===== src/rtl/icetap_pkg.sv =====
// Shared types and constants for the icetap capture sequencer and its JTAG register file.
// ICETAP_TIMESTAMP_EN widens the RAM word by TS_BITS of inter-store delta.
package icetap_pkg;

  typedef enum logic [1:0] {
    ST_IDLE      = 2'd0,
    ST_PRE_TRIG  = 2'd1,
    ST_POST_TRIG = 2'd2,
    ST_DONE      = 2'd3
  } cap_state_e;

  localparam int TS_BITS = 8;

`ifdef ICETAP_TIMESTAMP_EN
  localparam int TS_EXTRA = TS_BITS;
`else
  localparam int TS_EXTRA = 0;
`endif

  // Command opcodes as seen by the JTAG register file
  localparam logic [1:0] CMD_NOP   = 2'd0;
  localparam logic [1:0] CMD_START = 2'd1;
  localparam logic [1:0] CMD_ABORT = 2'd2;

endpackage


===== src/rtl/icetap_sample_qual.sv =====
// Probe pipeline (s_d, prev_sample) with store and trigger qualification.
// ICETAP_TIMESTAMP_EN adds a delta counter that forces a store on saturation.
module icetap_sample_qual
  import icetap_pkg::*;
#(
  parameter int NR_SIGNALS = 8
) (
  input  logic                           clk,
  input  logic                           reset_,
  input  logic [NR_SIGNALS-1:0]          signals_in,
  input  logic                           force_store,
  input  logic                           store_always,
  input  logic [NR_SIGNALS-1:0]          store_mask,
  input  logic                           trigger_always,
  input  logic [NR_SIGNALS-1:0]          trigger_mask,
  input  logic [NR_SIGNALS-1:0]          trigger_value,
`ifdef ICETAP_TIMESTAMP_EN
  input  logic                           ts_run,
  input  logic                           ts_clear,
`endif
  output logic                           store_cond,
  output logic                           trig_cond,
  output logic [NR_SIGNALS+TS_EXTRA-1:0] sample_word
);

  logic [NR_SIGNALS-1:0] s_d;
  logic [NR_SIGNALS-1:0] prev_sample;
  logic                  change_hit;

  always_ff @(posedge clk) begin
    if (!reset_) begin
      s_d         <= '0;
      prev_sample <= '0;
    end else begin
      s_d         <= signals_in;
      prev_sample <= s_d;
    end
  end

  assign change_hit = |((s_d ^ prev_sample) & store_mask);
  assign trig_cond  = trigger_always |
                      ((s_d & trigger_mask) == (trigger_value & trigger_mask));

`ifdef ICETAP_TIMESTAMP_EN
  logic [TS_BITS-1:0] ts_q;

  // Held at zero while idle so the first stored word carries a clean delta
  always_ff @(posedge clk) begin
    if (!reset_) begin
      ts_q <= '0;
    end else if (ts_clear || !ts_run) begin
      ts_q <= '0;
    end else if (ts_q != '1) begin
      ts_q <= ts_q + 1'b1;
    end
  end

  assign store_cond  = store_always | change_hit | force_store | (ts_run & (&ts_q));
  assign sample_word = {ts_q, s_d};
`else
  assign store_cond  = store_always | change_hit | force_store;
  assign sample_word = s_d;
`endif

endmodule


===== src/rtl/icetap_capture_ctrl.sv =====
// Capture FSM and circular write-address counter for the icetap sample RAM.
// ICETAP_TIMESTAMP_EN (see icetap_pkg) widens mem_wr_data with a time delta.
module icetap_capture_ctrl
  import icetap_pkg::*;
#(
  parameter int NR_SIGNALS = 8,
  parameter int ADDR_BITS  = 8
) (
  input  logic                           clk,
  input  logic                           reset_,
  input  logic [NR_SIGNALS-1:0]          signals_in,
  input  logic                           cmd_start,
  input  logic                           cmd_abort,
  input  logic                           store_always,
  input  logic [NR_SIGNALS-1:0]          store_mask,
  input  logic                           trigger_always,
  input  logic [NR_SIGNALS-1:0]          trigger_mask,
  input  logic [NR_SIGNALS-1:0]          trigger_value,
  input  logic [ADDR_BITS-1:0]           post_trig_cnt,
  output logic                           mem_wr_ena,
  output logic [ADDR_BITS-1:0]           mem_wr_addr,
  output logic [NR_SIGNALS+TS_EXTRA-1:0] mem_wr_data,
  output logic [1:0]                     state,
  output logic [ADDR_BITS-1:0]           trigger_addr,
  output logic                           buf_wrapped
);

  localparam logic [ADDR_BITS-1:0] ADDR_LAST = '1;

  cap_state_e                     state_q, state_d;
  logic [ADDR_BITS-1:0]           addr_q, addr_d;
  logic [ADDR_BITS-1:0]           remaining_q, remaining_d;
  logic [ADDR_BITS-1:0]           trig_addr_q, trig_addr_d;
  logic                           wrapped_q, wrapped_d;
  logic                           first_q, first_d;
  logic                           wr_ena_d;
  logic [ADDR_BITS-1:0]           wr_addr_d;
  logic [NR_SIGNALS+TS_EXTRA-1:0] wr_data_d;
  logic                           cfg_load;

  logic                           cfg_store_always, cfg_trig_always;
  logic [NR_SIGNALS-1:0]          cfg_store_mask, cfg_trig_mask, cfg_trig_value;
  logic [ADDR_BITS-1:0]           cfg_post;

  logic                           store_cond, trig_cond;
  logic [NR_SIGNALS+TS_EXTRA-1:0] sample_word;

  icetap_sample_qual #(.NR_SIGNALS(NR_SIGNALS)) u_qual (
    .clk            (clk),
    .reset_         (reset_),
    .signals_in     (signals_in),
    .force_store    (first_q),
    .store_always   (cfg_store_always),
    .store_mask     (cfg_store_mask),
    .trigger_always (cfg_trig_always),
    .trigger_mask   (cfg_trig_mask),
    .trigger_value  (cfg_trig_value),
`ifdef ICETAP_TIMESTAMP_EN
    .ts_run         ((state_q == ST_PRE_TRIG) || (state_q == ST_POST_TRIG)),
    .ts_clear       (wr_ena_d | cfg_load),
`endif
    .store_cond     (store_cond),
    .trig_cond      (trig_cond),
    .sample_word    (sample_word)
  );

  always_comb begin
    state_d     = state_q;
    addr_d      = addr_q;
    remaining_d = remaining_q;
    trig_addr_d = trig_addr_q;
    wrapped_d   = wrapped_q;
    first_d     = first_q;
    wr_ena_d    = 1'b0;
    wr_addr_d   = mem_wr_addr;
    wr_data_d   = mem_wr_data;
    cfg_load    = 1'b0;

    if (cmd_abort) begin
      state_d = ST_IDLE;
      first_d = 1'b0;
    end else if (cmd_start) begin
      state_d     = ST_PRE_TRIG;
      addr_d      = '0;
      wrapped_d   = 1'b0;
      trig_addr_d = '0;
      first_d     = 1'b1;
      cfg_load    = 1'b1;
    end else begin
      case (state_q)
        ST_PRE_TRIG: begin
          if (store_cond) begin
            wr_ena_d  = 1'b1;
            wr_addr_d = addr_q;
            wr_data_d = sample_word;
            addr_d    = addr_q + 1'b1;
            first_d   = 1'b0;
            if (addr_q == ADDR_LAST) wrapped_d = 1'b1;
            if (trig_cond) begin
              trig_addr_d = addr_q;
              remaining_d = cfg_post;
              state_d     = ST_POST_TRIG;
            end
          end
        end
        ST_POST_TRIG: begin
          if (remaining_q == '0) begin
            state_d = ST_DONE;
          end else if (store_cond) begin
            wr_ena_d    = 1'b1;
            wr_addr_d   = addr_q;
            wr_data_d   = sample_word;
            addr_d      = addr_q + 1'b1;
            remaining_d = remaining_q - 1'b1;
          end
        end
        default: ;
      endcase
    end
  end

  always_ff @(posedge clk) begin
    if (!reset_) begin
      state_q          <= ST_IDLE;
      addr_q           <= '0;
      remaining_q      <= '0;
      trig_addr_q      <= '0;
      wrapped_q        <= 1'b0;
      first_q          <= 1'b0;
      mem_wr_ena       <= 1'b0;
      mem_wr_addr      <= '0;
      mem_wr_data      <= '0;
      cfg_store_always <= 1'b0;
      cfg_store_mask   <= '0;
      cfg_trig_always  <= 1'b0;
      cfg_trig_mask    <= '0;
      cfg_trig_value   <= '0;
      cfg_post         <= '0;
    end else begin
      state_q     <= state_d;
      addr_q      <= addr_d;
      remaining_q <= remaining_d;
      trig_addr_q <= trig_addr_d;
      wrapped_q   <= wrapped_d;
      first_q     <= first_d;
      mem_wr_ena  <= wr_ena_d;
      mem_wr_addr <= wr_addr_d;
      mem_wr_data <= wr_data_d;
      if (cfg_load) begin
        cfg_store_always <= store_always;
        cfg_store_mask   <= store_mask;
        cfg_trig_always  <= trigger_always;
        cfg_trig_mask    <= trigger_mask;
        cfg_trig_value   <= trigger_value;
        // Never let the post-trigger run lap the buffer onto the trigger slot
        cfg_post         <= (post_trig_cnt >= ADDR_LAST) ? ADDR_LAST : post_trig_cnt;
      end
    end
  end

  assign state        = state_q;
  assign trigger_addr = trig_addr_q;
  assign buf_wrapped  = wrapped_q;

endmodule


===== config.mk =====
export PLATFORM = sky130hd
export DESIGN_NAME = icetap_capture_ctrl
export DESIGN_NICKNAME = d
export VERILOG_FILES = /design/src/rtl/icetap_pkg.sv /design/src/rtl/icetap_sample_qual.sv /design/src/rtl/icetap_capture_ctrl.sv
export SDC_FILE = /design/constraint.sdc
export NUM_CORES = 1
export LEC_CHECK = 0
export CORE_MARGIN = 10
export CORE_UTILIZATION = 40
export CTS_CLUSTER_DIAMETER = 100
export CTS_CLUSTER_SIZE = 14
export DETAILED_ROUTE_END_ITERATION = 7
export GPL_TIMING_DRIVEN = 0
export PLACE_DENSITY_LB_ADDON = 0.08
export SKIP_CTS_REPAIR_TIMING = 1
export SLEW_MARGIN = 10
export SYNTH_ARGS = -nofsm -noshare
export SYNTH_HDL_FRONTEND = slang
export SYNTH_SLANG_ARGS = --single-unit
export TNS_END_PERCENT = 5

===== constraint.sdc =====
create_clock -name clk -period 6.3 [get_ports clk]
set_clock_uncertainty 0.05 [all_clocks]
set_input_delay 1.26 -clock clk [delete_from_list [all_inputs] [get_ports clk]]
set_output_delay 1.26 -clock clk [all_outputs]
set_load 0.005 [all_outputs]

Word level (Yosys, flattened, before mapping)
Index checks and enable logic that the tools add are counted.
Storage, ports and cells
  bits in registers: 95
  memory bits (read-only): 0
  word-level logic and storage cells: 99
  memories kept: 0
  bits in latches: 0
  RAM bits: 0
Operators by class
  divide/modulo/power cells: 0
  multiply operators: 0
  equality and inequality tests: 13
  magnitude comparators: 1
  shift operators: 0
  add/sub/neg operators: 2
  bitwise logic cells: 10
  reduce and logical (&&, ||, !) cells: 18
  multiplexer cells: 37
Operator list (count)
  two-way mux 8 bit: 16
  one-hot mux 8 bit (2 select lines): 4
  AND 8 bit: 3
  AND reduction 4 bit: 5
  two-way mux 1 bit: 12
  inequality test 3 bit, second input constant: 4
  inequality test 2 bit, second input constant: 5
  nonzero test 2 bit: 5
  adder 8 x 1 -> 8 bit, second input constant: 1
  equality test 8 bit: 1
  equality test 8 bit, second input constant: 1
  >= comparator 8 bit, second input constant: 1
  logical NOT 8 bit: 1
  OR reduction 8 bit: 1
  subtractor 8 x 1 -> 8 bit, second input constant: 1
  XOR 8 bit: 1
  AND reduction 7 bit: 1
  two-way mux 2 bit: 3
  one-hot mux 2 bit (2 select lines): 1
  inverter 1 bit: 3
  OR 1 bit: 3
  AND reduction 3 bit: 1
  nonzero test 3 bit: 1
  OR reduction 3 bit: 1
  other kinds (5): 5

Logic depth before layout (Yosys ltp)
  depth after elaboration: 9
  mapped depth: 9
  gate-level depth less buffers: 8

Cells and area by module
From an unflattened synthesis, not the netlist that was laid out.
Second synthesis, totals
  cell total of the unflattened synthesis: 455
  area total of the unflattened synthesis: 4101.4 sq um
By module, submodules not included
  icetap_capture_ctrl: cells an instance 396, sequential area each 1581.5 sq um, instances 1, area an instance 3449.6 sq um
  icetap_sample_qual: cells an instance 59, sequential area each 320.3 sq um, instances 1, area an instance 651.9 sq um

Least setup slack after synthesis
No wires, ideal clock.
  kind: input -> register
  from: input cmd_start
  to: register remaining_q[0]
  setup time: 0.115 ns
  stages on the path: 5
  slack: 3.684 ns
  arrival time: 2.451 ns
  path buffers: 0
  cell sequence: or3_1 -> a311o_1 -> o21bai_4 -> o2bb2ai_1 -> and2_1
On the way
  cells in the longest elaborated chain, start to end: 2
RTL lines
  from (decl): RTL line icetap_capture_ctrl.sv:12  | input logic cmd_start,
  inverter 1 bit (no line)
  AND reduction 7 bit (no line)
  to (signal assigned): RTL line icetap_capture_ctrl.sv:142  | remaining_q <= remaining_d;
  to (decl): RTL line icetap_capture_ctrl.sv:32  | logic [ADDR_BITS-1:0] remaining_q, remaining_d;
No other way between the ends.
A chain may end at the register's enable or synchronous reset.

Worst setup path in the final report
Ends and elaborated chain as after synthesis.

==> impl_metrics.ini <==
[drt]
drc = 0
drtIter0Drc = 232
routedWlPerCell_um = 15.5
ant_nets = 0
dr.pass1.iters = 4
vias = 3578
wl_mm = 11.1
via_per_inst = 4.98

[grt]
met3_usage_pct = 2.81
antenna_found_initial = 0
use_met1_pct = 20.0
busiest_layer = met2
grt_pass1_vias = 3624
overflow = 0
grt_usage_pct = 15.2
grt_pass1_wl_mm = 18.5
grt_use_met2_pct = 24.5
grt_max_degree = 16

[finish]
fillers = 1048
nets = 629
seq_area_mm2 = 0.00190
areaGrowthSynthToFinish_pct = 25.6
drive_gt1_share_pct = 9.09
multi_input_area_mm2 = 0.00224
diodes = 0

[flow_run]
drv_cap = 0

[clock_tree]
numCtsBuffers = 9
clkSlewWorstSetupHoldPaths_ns = 0.09
cts_tree = done
clock_latency_ns = 0.37
clock_sinks = 95
htreeDepth = 3
clockBufferDepth = 2
root_buffer = clkbuf_8

[floorplanning]
die_height_um = 124
core.rowCount = 37
initial_core_util_pct = 41.4
dieArea_mm2 = 0.0154
die_width_um = 124
io_pins = 74
core_area_mm2 = 0.0105

[critical_path]
critical_path_class = in2reg
timing.rr.start = u_qual.sample_word[0]$_SDFF_PN0_
slowest_delay_ns = 0.54
end_kind = flip-flop
r2r-end = trigger_addr[0]$_SDFFE_PN0P_
startpoint = cmd_start
path_max_fanout = 9
crit_chain = clkdlybuf4s50_1 -> or3_1 -> a311o_1 -> o21bai_4 -> o2bb2ai_1 -> and2_1
rrSetupSlack_ns = 3.91
worstPathArrival_ns = 3.21
rr_worst_depth = 7
cpMaxStageDelayCell = clkdlybuf4s50_1
cp.required_ns = 6.51
start_kind = input port

[worst_hold_path]
whs_endpoint = mem_wr_data[2]$_SDFFE_PN0P_
hold_path.startpoint = mem_wr_data[2]$_SDFFE_PN0P_
hold_class = reg2reg
holdPathStages = 2

[synthesis]
synth_area_mm2 = 0.00433
netlist_top_cells_area = dfxtp_1, nand2_1, a21boi_0, and2_1, xor2_1
async_flop_share_pct = 0
synth_cell_types = 57
yosys_register_bits = 95
synth_fp_nets = 545
synth_seq_area_share_pct = 43.9
synth_flop_cell = dfxtp_1
avgSynthCellArea_um2 = 8.77
ys_warn_count = 0
synth_edf_count = 0
yosys.area.top_type = dfxtp_1
yosys.area.top_type_share_pct = 43.9
synthCells = 494

[timing]
period_needed_ns = 3.00
timing.slew.headroom_pct = 50.4
rsz0062_at_grt = no
fin_ws_ns = 3.30
max_slew.worst_pin.slew_ns = 0.740
finalSetupViolCount = 0
min_period_over_period_pct = 47.6
tns_ns = 0
hold_violations = 0
fmax_mhz = 334
maxSlewViolCount = 0

[placed_design]
dpl.hpwl_mm = 8.42
gp_congestion = 0.817
port_buffers = 73
pre_cts_ws_ns = 2.93

[power_and_ir_drop]
p_leak_nw = 1.93
power.density_mw_per_mm2 = 216
ir_worst_vdd_v = 0.0000987

[status]
status = finished, final reports clean
-- sequential cells by signal, summed over array words and instances, names as in the netlist, 2 cells and up --
register / flops
remaining_q: 8
cfg_post: 8
cfg_trig_mask: 8
trigger_addr: 8
u_qual.prev_sample: 8
addr_q: 8
cfg_store_mask: 8
mem_wr_addr: 8
mem_wr_data: 8
u_qual.sample_word: 8
cfg_trig_value: 8
state: 2
-- per-layer routing --
metal | wire length (um) | vias up
met5 | 0 | -
met4 | 155 | 0
met3 | 452 | 9
met2 | 5170 | 64
met1 | 5340 | 1661
li1 | - | 1844
-- stage by stage --
| stage | instance area, um^2 | power, mW | util [%] | hold WS (ns) | cells |
|---|---|---|---|---|---|
| 6_report | 5440 | 1.17 | 52.0 | 0.412 | 719 |
| 5_1_grt | 5440 | 1.22 | 52.0 | 0.432 | 719 |
| 4_1_cts | 5440 | 1.18 | 52.0 | 0.419 | 719 |
| 3_5_place_dp | 5230 | 0.764 | 50.0 | 0.405 | 703 |
| 3_3_place_gp | 5230 | 0.763 | 50.0 | 0.401 | 703 |
| 2_1_floorplan | 4330 | 0.709 | - | 0.389 | 494 |
-- kinds of logic after synthesis --
| group | count (synthesis) | synth area share, % |
|---|---|---|
| AOI/OAI and AO/OA | 124 | 21.7 |
| xor gates and xnor gates | 16 | 3.23 |
| adders and majority gates | 5 | 1.44 |
| buffers and inverters | 39 | 4.36 |
| DFF | 95 | 43.9 |
| muxes | 9 | 2.08 |
| and+or+nand+nor | 206 | 23.3 |
-- cells in the mapped netlist (3+ instances only) --
cell      instances
nand2_1         119
dfxtp_1          95
a21boi_0         42
and2_1           28
clkbuf_1         24
o21ai_0          19
xor2_1           16
a21oi_1          11
a21boi_2         10
inv_1            10
nand2_2          10
mux2i_1           9
nand3_1           9
nor2_1            9
a22oi_1           7
ha_1              5
nand2b_1          4
nor3_1            4
o211ai_1          4
o22ai_1           4
a31oi_1           3
and3_1            3
nand4b_1          3
nor2b_1           3
o21ai_1           3
-- cell usage in the layout, fill, tap and decap left out, types with 3 or more instances in the layout --
cell type | netlist | final
nand2_1 | 119 | 119
dfxtp_1 | 95 | 95
clkdlybuf4s50_1 | 0 | 73
a21boi_0 | 42 | 42
and2_1 | 28 | 28
clkbuf_1 | 24 | 24
o21ai_0 | 19 | 19
xor2_1 | 16 | 16
clkbuf_8 | 1 | 12
a21oi_1 | 11 | 11
inv_1 | 10 | 10
nand2_2 | 10 | 10
a21boi_2 | 10 | 10
nor2_1 | 9 | 9
mux2i_1 | 9 | 9
nand3_1 | 9 | 9
a22oi_1 | 7 | 7
ha_1 | 5 | 5
nand2b_1 | 4 | 4
nor3_1 | 4 | 4
o211ai_1 | 4 | 4
o22ai_1 | 4 | 4
nor2b_1 | 3 | 3
a31oi_1 | 3 | 3
o21ai_1 | 3 | 3
and3_1 | 3 | 3
nand4b_1 | 3 | 3
-- critical path: cells and delay by family --
kind / cells / cell delay [ns]
simple gates: 2 / 0.57
compound gates: 3 / 0.84
buf+inv: 1 / 0.54
-- worst max path at each step --
stage                                        to  slack, ns  cells past startpoint
floorplan           remaining_q[0]$_SDFFE_PN0P_       3.68                      5
global placement    remaining_q[0]$_SDFFE_PN0P_       2.90                      6
detailed placement  remaining_q[0]$_SDFFE_PN0P_       2.93                      6
CTS                 remaining_q[0]$_SDFFE_PN0P_       3.31                      6
global route        remaining_q[0]$_SDFFE_PN0P_       3.21                      6
finish              remaining_q[0]$_SDFFE_PN0P_       3.30                      6
-- cell type report --
class	instances	area share [%]
clock buffers	11	2.78
repair buffers	73	13.4
well taps	136	3.13
inverters	10	0.690
plain buffers	29	2.78
multi-input cells	360	41.2
flip-flops and latches	95	35.0
clock inverters	5	1.03
-- report_power, final --
part	switching, mW	leakage, nW	internal [mW]
clock network	0.219	0.105	0.205
registers	0.0127	0.773	0.616
logic	0.0594	1.05	0.0608
Note: power is estimated with default switching activity, not from simulation.
==> edit 1, RTL diff (same flow settings) <==
`NR_SIGNALS` is set to 8 in 2 places; all go to 9.
--- a/src/rtl/icetap_sample_qual.sv
+++ b/src/rtl/icetap_sample_qual.sv
@@ -5,3 +5,3 @@
 #(
-  parameter int NR_SIGNALS = 8
+  parameter int NR_SIGNALS = 9
 ) (
--- a/src/rtl/icetap_capture_ctrl.sv
+++ b/src/rtl/icetap_capture_ctrl.sv
@@ -5,3 +5,3 @@
 #(
-  parameter int NR_SIGNALS = 8,
+  parameter int NR_SIGNALS = 9,
   parameter int ADDR_BITS  = 8
Interface: changed (5 resized); port bits go from 74 to 79. The function was not compared with the original's and may differ.
==> edit 1 against the original RTL <==
Final area increased by 6.2%; synthesized area rose by 4.9%; non-clock buffer count rose by 7; worst setup slack got worse by 0.32 ns; sequential cell count up 6; routed wire length grew 11%; global-route usage grew 0.14 points; register-to-register slack improved by 0.11 ns; power rose by 15%; critical endpoint is now cfg_post[7]$_SDFFE_PN0P_; highest routed layer unchanged.
==> edit 1: results (changes against the original RTL) <==
stage,metric,value,unit,change
synth,synth_seq_area_share,44.5,%,+0.58 points
critical_path,r2r_slack,4.02,ns,+0.11 ns
cts,cts_root_buf,clkbuf_16,,
pwr,leakage,2.19,nW,+14%
finish,nFillCells,1069,,+2.0%
route,met2_length,6.00,mm,+16%
run_status,outcome,"complete, no violations",,
placement,gp_congestion,0.882,,+8.0%
cts,clk_latency,0.34,ns,-0.03 ns
global_route,grt_max_degree,20,,+4
sta,fin_crit_sh,52.6,%,+5.0 points
route,wl_per_cell,16.6,um,+7.4%
synth,yosys-top-cells-area,"dfxtp_1 (44%), nand2_1 (8.4%), a21boi_0 (6.1%)",,
critical_path,critPathArrivalTime,3.52,ns,+0.31 ns
cts,clk_pin_slew,0.07,ns,-0.02 ns
global_route,grt_pass1_wl,20.4,mm,+11%
placement,hpwl,9.47,mm,+12%
placement,portBuffers,76,,+4.1%
synth,synthTopCellsByCount,"nand2_1 (102), dfxtp_1 (101), a21boi_0 (37)",,
route,drtIter0Drc,240,,+3.4%
finish,drive_above_1_share,6.15,%,-2.9 points
sta,worst_slew_pin_slew,0.906,ns,+0.165 ns
global_route,grtUsageTotal,15.4,%,+0.14 points
global_route,grt_pass1_vias,3994,,+10%
critical_path,crit_path_max_fanout,10,,+1
edit 1: cell families after synthesis:
group	share of synthesized area, %
compound gates	20.1
xor+xnor	3.47
fa+ha+maj	1.38
buf+inv	4.46
flops	44.5
mux	3.96
simple gates	22.2
edit 1: layout make-up:
cell class	count	share of cell area, %
sequential	101	35.0
tap	140	3.03
timing repair buffer	76	13.2
inverter	13	0.845
multi-input combinational	363	40.2
clock buffer	9	3.90
buffer	33	2.66
clock inverter	7	1.19
edit 1: metrics by stage:
stage,cells,area (um2)
after floorplan,510,4550
after global placement,726,5480
after detailed placement,726,5480
after CTS,742,5780
after global routing,742,5780
final,742,5780
edit 1: worst paths after layout:
kind                                                   from                        to
worst max-delay path                              cmd_abort  cfg_post[7]$_SDFFE_PN0P_
worst min register to register     cfg_post[1]$_SDFFE_PN0P_  cfg_post[1]$_SDFFE_PN0P_
worst min-delay path               cfg_post[1]$_SDFFE_PN0P_  cfg_post[1]$_SDFFE_PN0P_
worst max register to register  remaining_q[0]$_SDFFE_PN0P_    addr_q[2]$_SDFFE_PN0P_
edit 1: per-layer routing:
layer  vias to the layer above  track usage (%)
met5                         -                0
met4                         0             4.02
met3                         6             3.54
met2                        80             26.0
met1                      1807             19.1
li1                       1954                -
edit 1: power by group:
part	leakage (nW)	switching, mW	internal (mW)	total (mW)
sequential	0.822	0.0150	0.656	0.671
clock	0.143	0.264	0.279	0.542
combinational	1.23	0.0746	0.0652	0.140
edit 1: worst max-delay path, stage by stage:
cell             delay, ns
clkdlybuf4s50_1       0.52
clkbuf_1              0.29
nor2_1                0.75
clkbuf_1              0.43
nand2_1               0.09
a21boi_0              0.18
==> edit 2, RTL diff (same flow settings) <==
Without the edit above. The output `mem_wr_ena` loses its register stage (`mem_wr_ena` becomes a continuous assignment).
--- a/src/rtl/icetap_capture_ctrl.sv
+++ b/src/rtl/icetap_capture_ctrl.sv
@@ -129,3 +129,2 @@
       first_q          <= 1'b0;
-      mem_wr_ena       <= 1'b0;
       mem_wr_addr      <= '0;
@@ -145,3 +144,2 @@
       first_q     <= first_d;
-      mem_wr_ena  <= wr_ena_d;
       mem_wr_addr <= wr_addr_d;
@@ -160,2 +158,4 @@
 
+  assign mem_wr_ena = wr_ena_d;
+
   assign state        = state_q;
Behaviour: not the same (a bounded check fails within 4 cycles, from zero or initial values and one cycle with reset_ low).
==> edit 2 against the original RTL <==
Sequential share of layout area grew 2.7 points; final area shrank 8.1%; sequential power shrank 1%; worst setup slack lost 1.3 ns; routed wire length shrank 3.2%; first-iteration DRC count shrank 5.2%; fmax shrank 30%; synthesized area shrank 9.8%; count of clock-buffer cells in the layout shrank 2; final cell count shrank 2.6%; core utilization shrank 0.11 points; power shrank 3.0%; sequential cell count shrank 1; die area shrank 8.3%; critical path type is now input pin to output port.
==> edit 2: results (changes against the original RTL) <==
stage,metric,value,unit,change
critical_path,critical-path-top-delay-family,buffers and inverters,,
global_route,grt_pass1_wl,17.8,mm,-3.9%
global_route,grtUsageTotal,15.2,%,about the same
finish,finalNetCount,613,,-2.5%
synth,synthesis.nets,529,,-2.9%
synth,synth-xor-area-share,3.59,%,+0.35 points
global_route,grt_max_degree,17,,+1
global_route,grt_use_met2,25.4,%,+0.88 points
synth,synth_seq_area_share,48.2,%,+4.3 points
synth,synth_mux_area_share,1.02,%,-1.1 points
critical_path,r2r_slack,3.68,ns,-0.23 ns
pwr,power.clock.fraction,35.3,%,-0.8 points
synth,synthTopCellsByCount,"nand2_1 (100), dfxtp_1 (94), a21oi_1 (72)",,
global_route,use_met3,3.02,%,+0.22 points
pwr,switchingPower,0.291,mW,about the same
synth,synthCells,478,,-3.2%
placement,placed_area,4800,um2,-8.2%
critical_path,r2r-end,remaining_q[6]$_SDFFE_PN0P_,,
placement,placedCellCount,684,,-2.7%
global_route,grtUsageMet1,18.9,%,-1.1 points
run_status,outcome,"complete, no violations",,
placement,hpwl,8.08,mm,-4.0%
route,met3WireLength,537,um,+19%
synth,yosys-top-cells-area,"dfxtp_1 (48%), nand2_1 (9.6%), a21oi_1 (9.2%)",,
route,met2_length,5.09,mm,-1.6%
pwr,p_clk,0.401,mW,-5.4%
pwr,vdd_drop_max,0.131,mV,+33%
synth,synthAdderAreaFrac,1.60,%,+0.16 points
finish,drive_above_1_share,4.94,%,-4.2 points
route,drt_pass1_iterations,5,,+1
finish,fin_cells,700,,-2.6%
pwr,p_seq,0.622,mW,-1%
placement,gp_congestion,0.860,,+5.3%
sta,worst_slew_pin_slew,0.775,ns,+0.0344 ns
critical_path,reg2regPathDepth,10,,+3
placement,pre_cts_ws,2.01,ns,-0.913 ns
synth,synth_compound_area_share,16.4,%,-5.3 points
route,wl_met1,4.96,mm,-7.1%
synth,synth_cell_types,46,,-19%
critical_path,critPathArrivalTime,2.96,ns,-0.25 ns
route,vias,3559,,-0.53%
-- edit 2: changes by cell type after synthesis, sizes merged, moves of 3 or more --
cell,delta
nor3,+5
a31oi,+3
nand3,+14
o211ai,-3
buf,+3
and2,-12
a21oi,+59
nand2,-29
o21ai,-7
mux2i,-5
nor2,+14
a21boi,-55
-- edit 2: worst max-delay path by stage --
stage | cells past startpoint | slack [ns] | end | startpoint
final | 4 | 2.03 | mem_wr_ena | cmd_abort
after global routing | 4 | 1.91 | mem_wr_ena | cmd_abort
after CTS | 4 | 2.01 | mem_wr_ena | cmd_abort
after detailed placement | 4 | 2.01 | mem_wr_ena | cmd_abort
after global placement | 4 | 1.98 | mem_wr_ena | cmd_abort
after floorplan | 2 | 3.13 | mem_wr_ena | cmd_start
-- edit 2: layout make-up --
type | instances | area [um2]
clock buffer | 9 | 124
timing repair buffer | 73 | 731
sequential | 94 | 1880
inverter | 10 | 37.5
multi-input combinational | 343 | 1850
clock inverter | 7 | 75.1
buffer | 31 | 133
fill | 963 | 4640
tap | 133 | 166
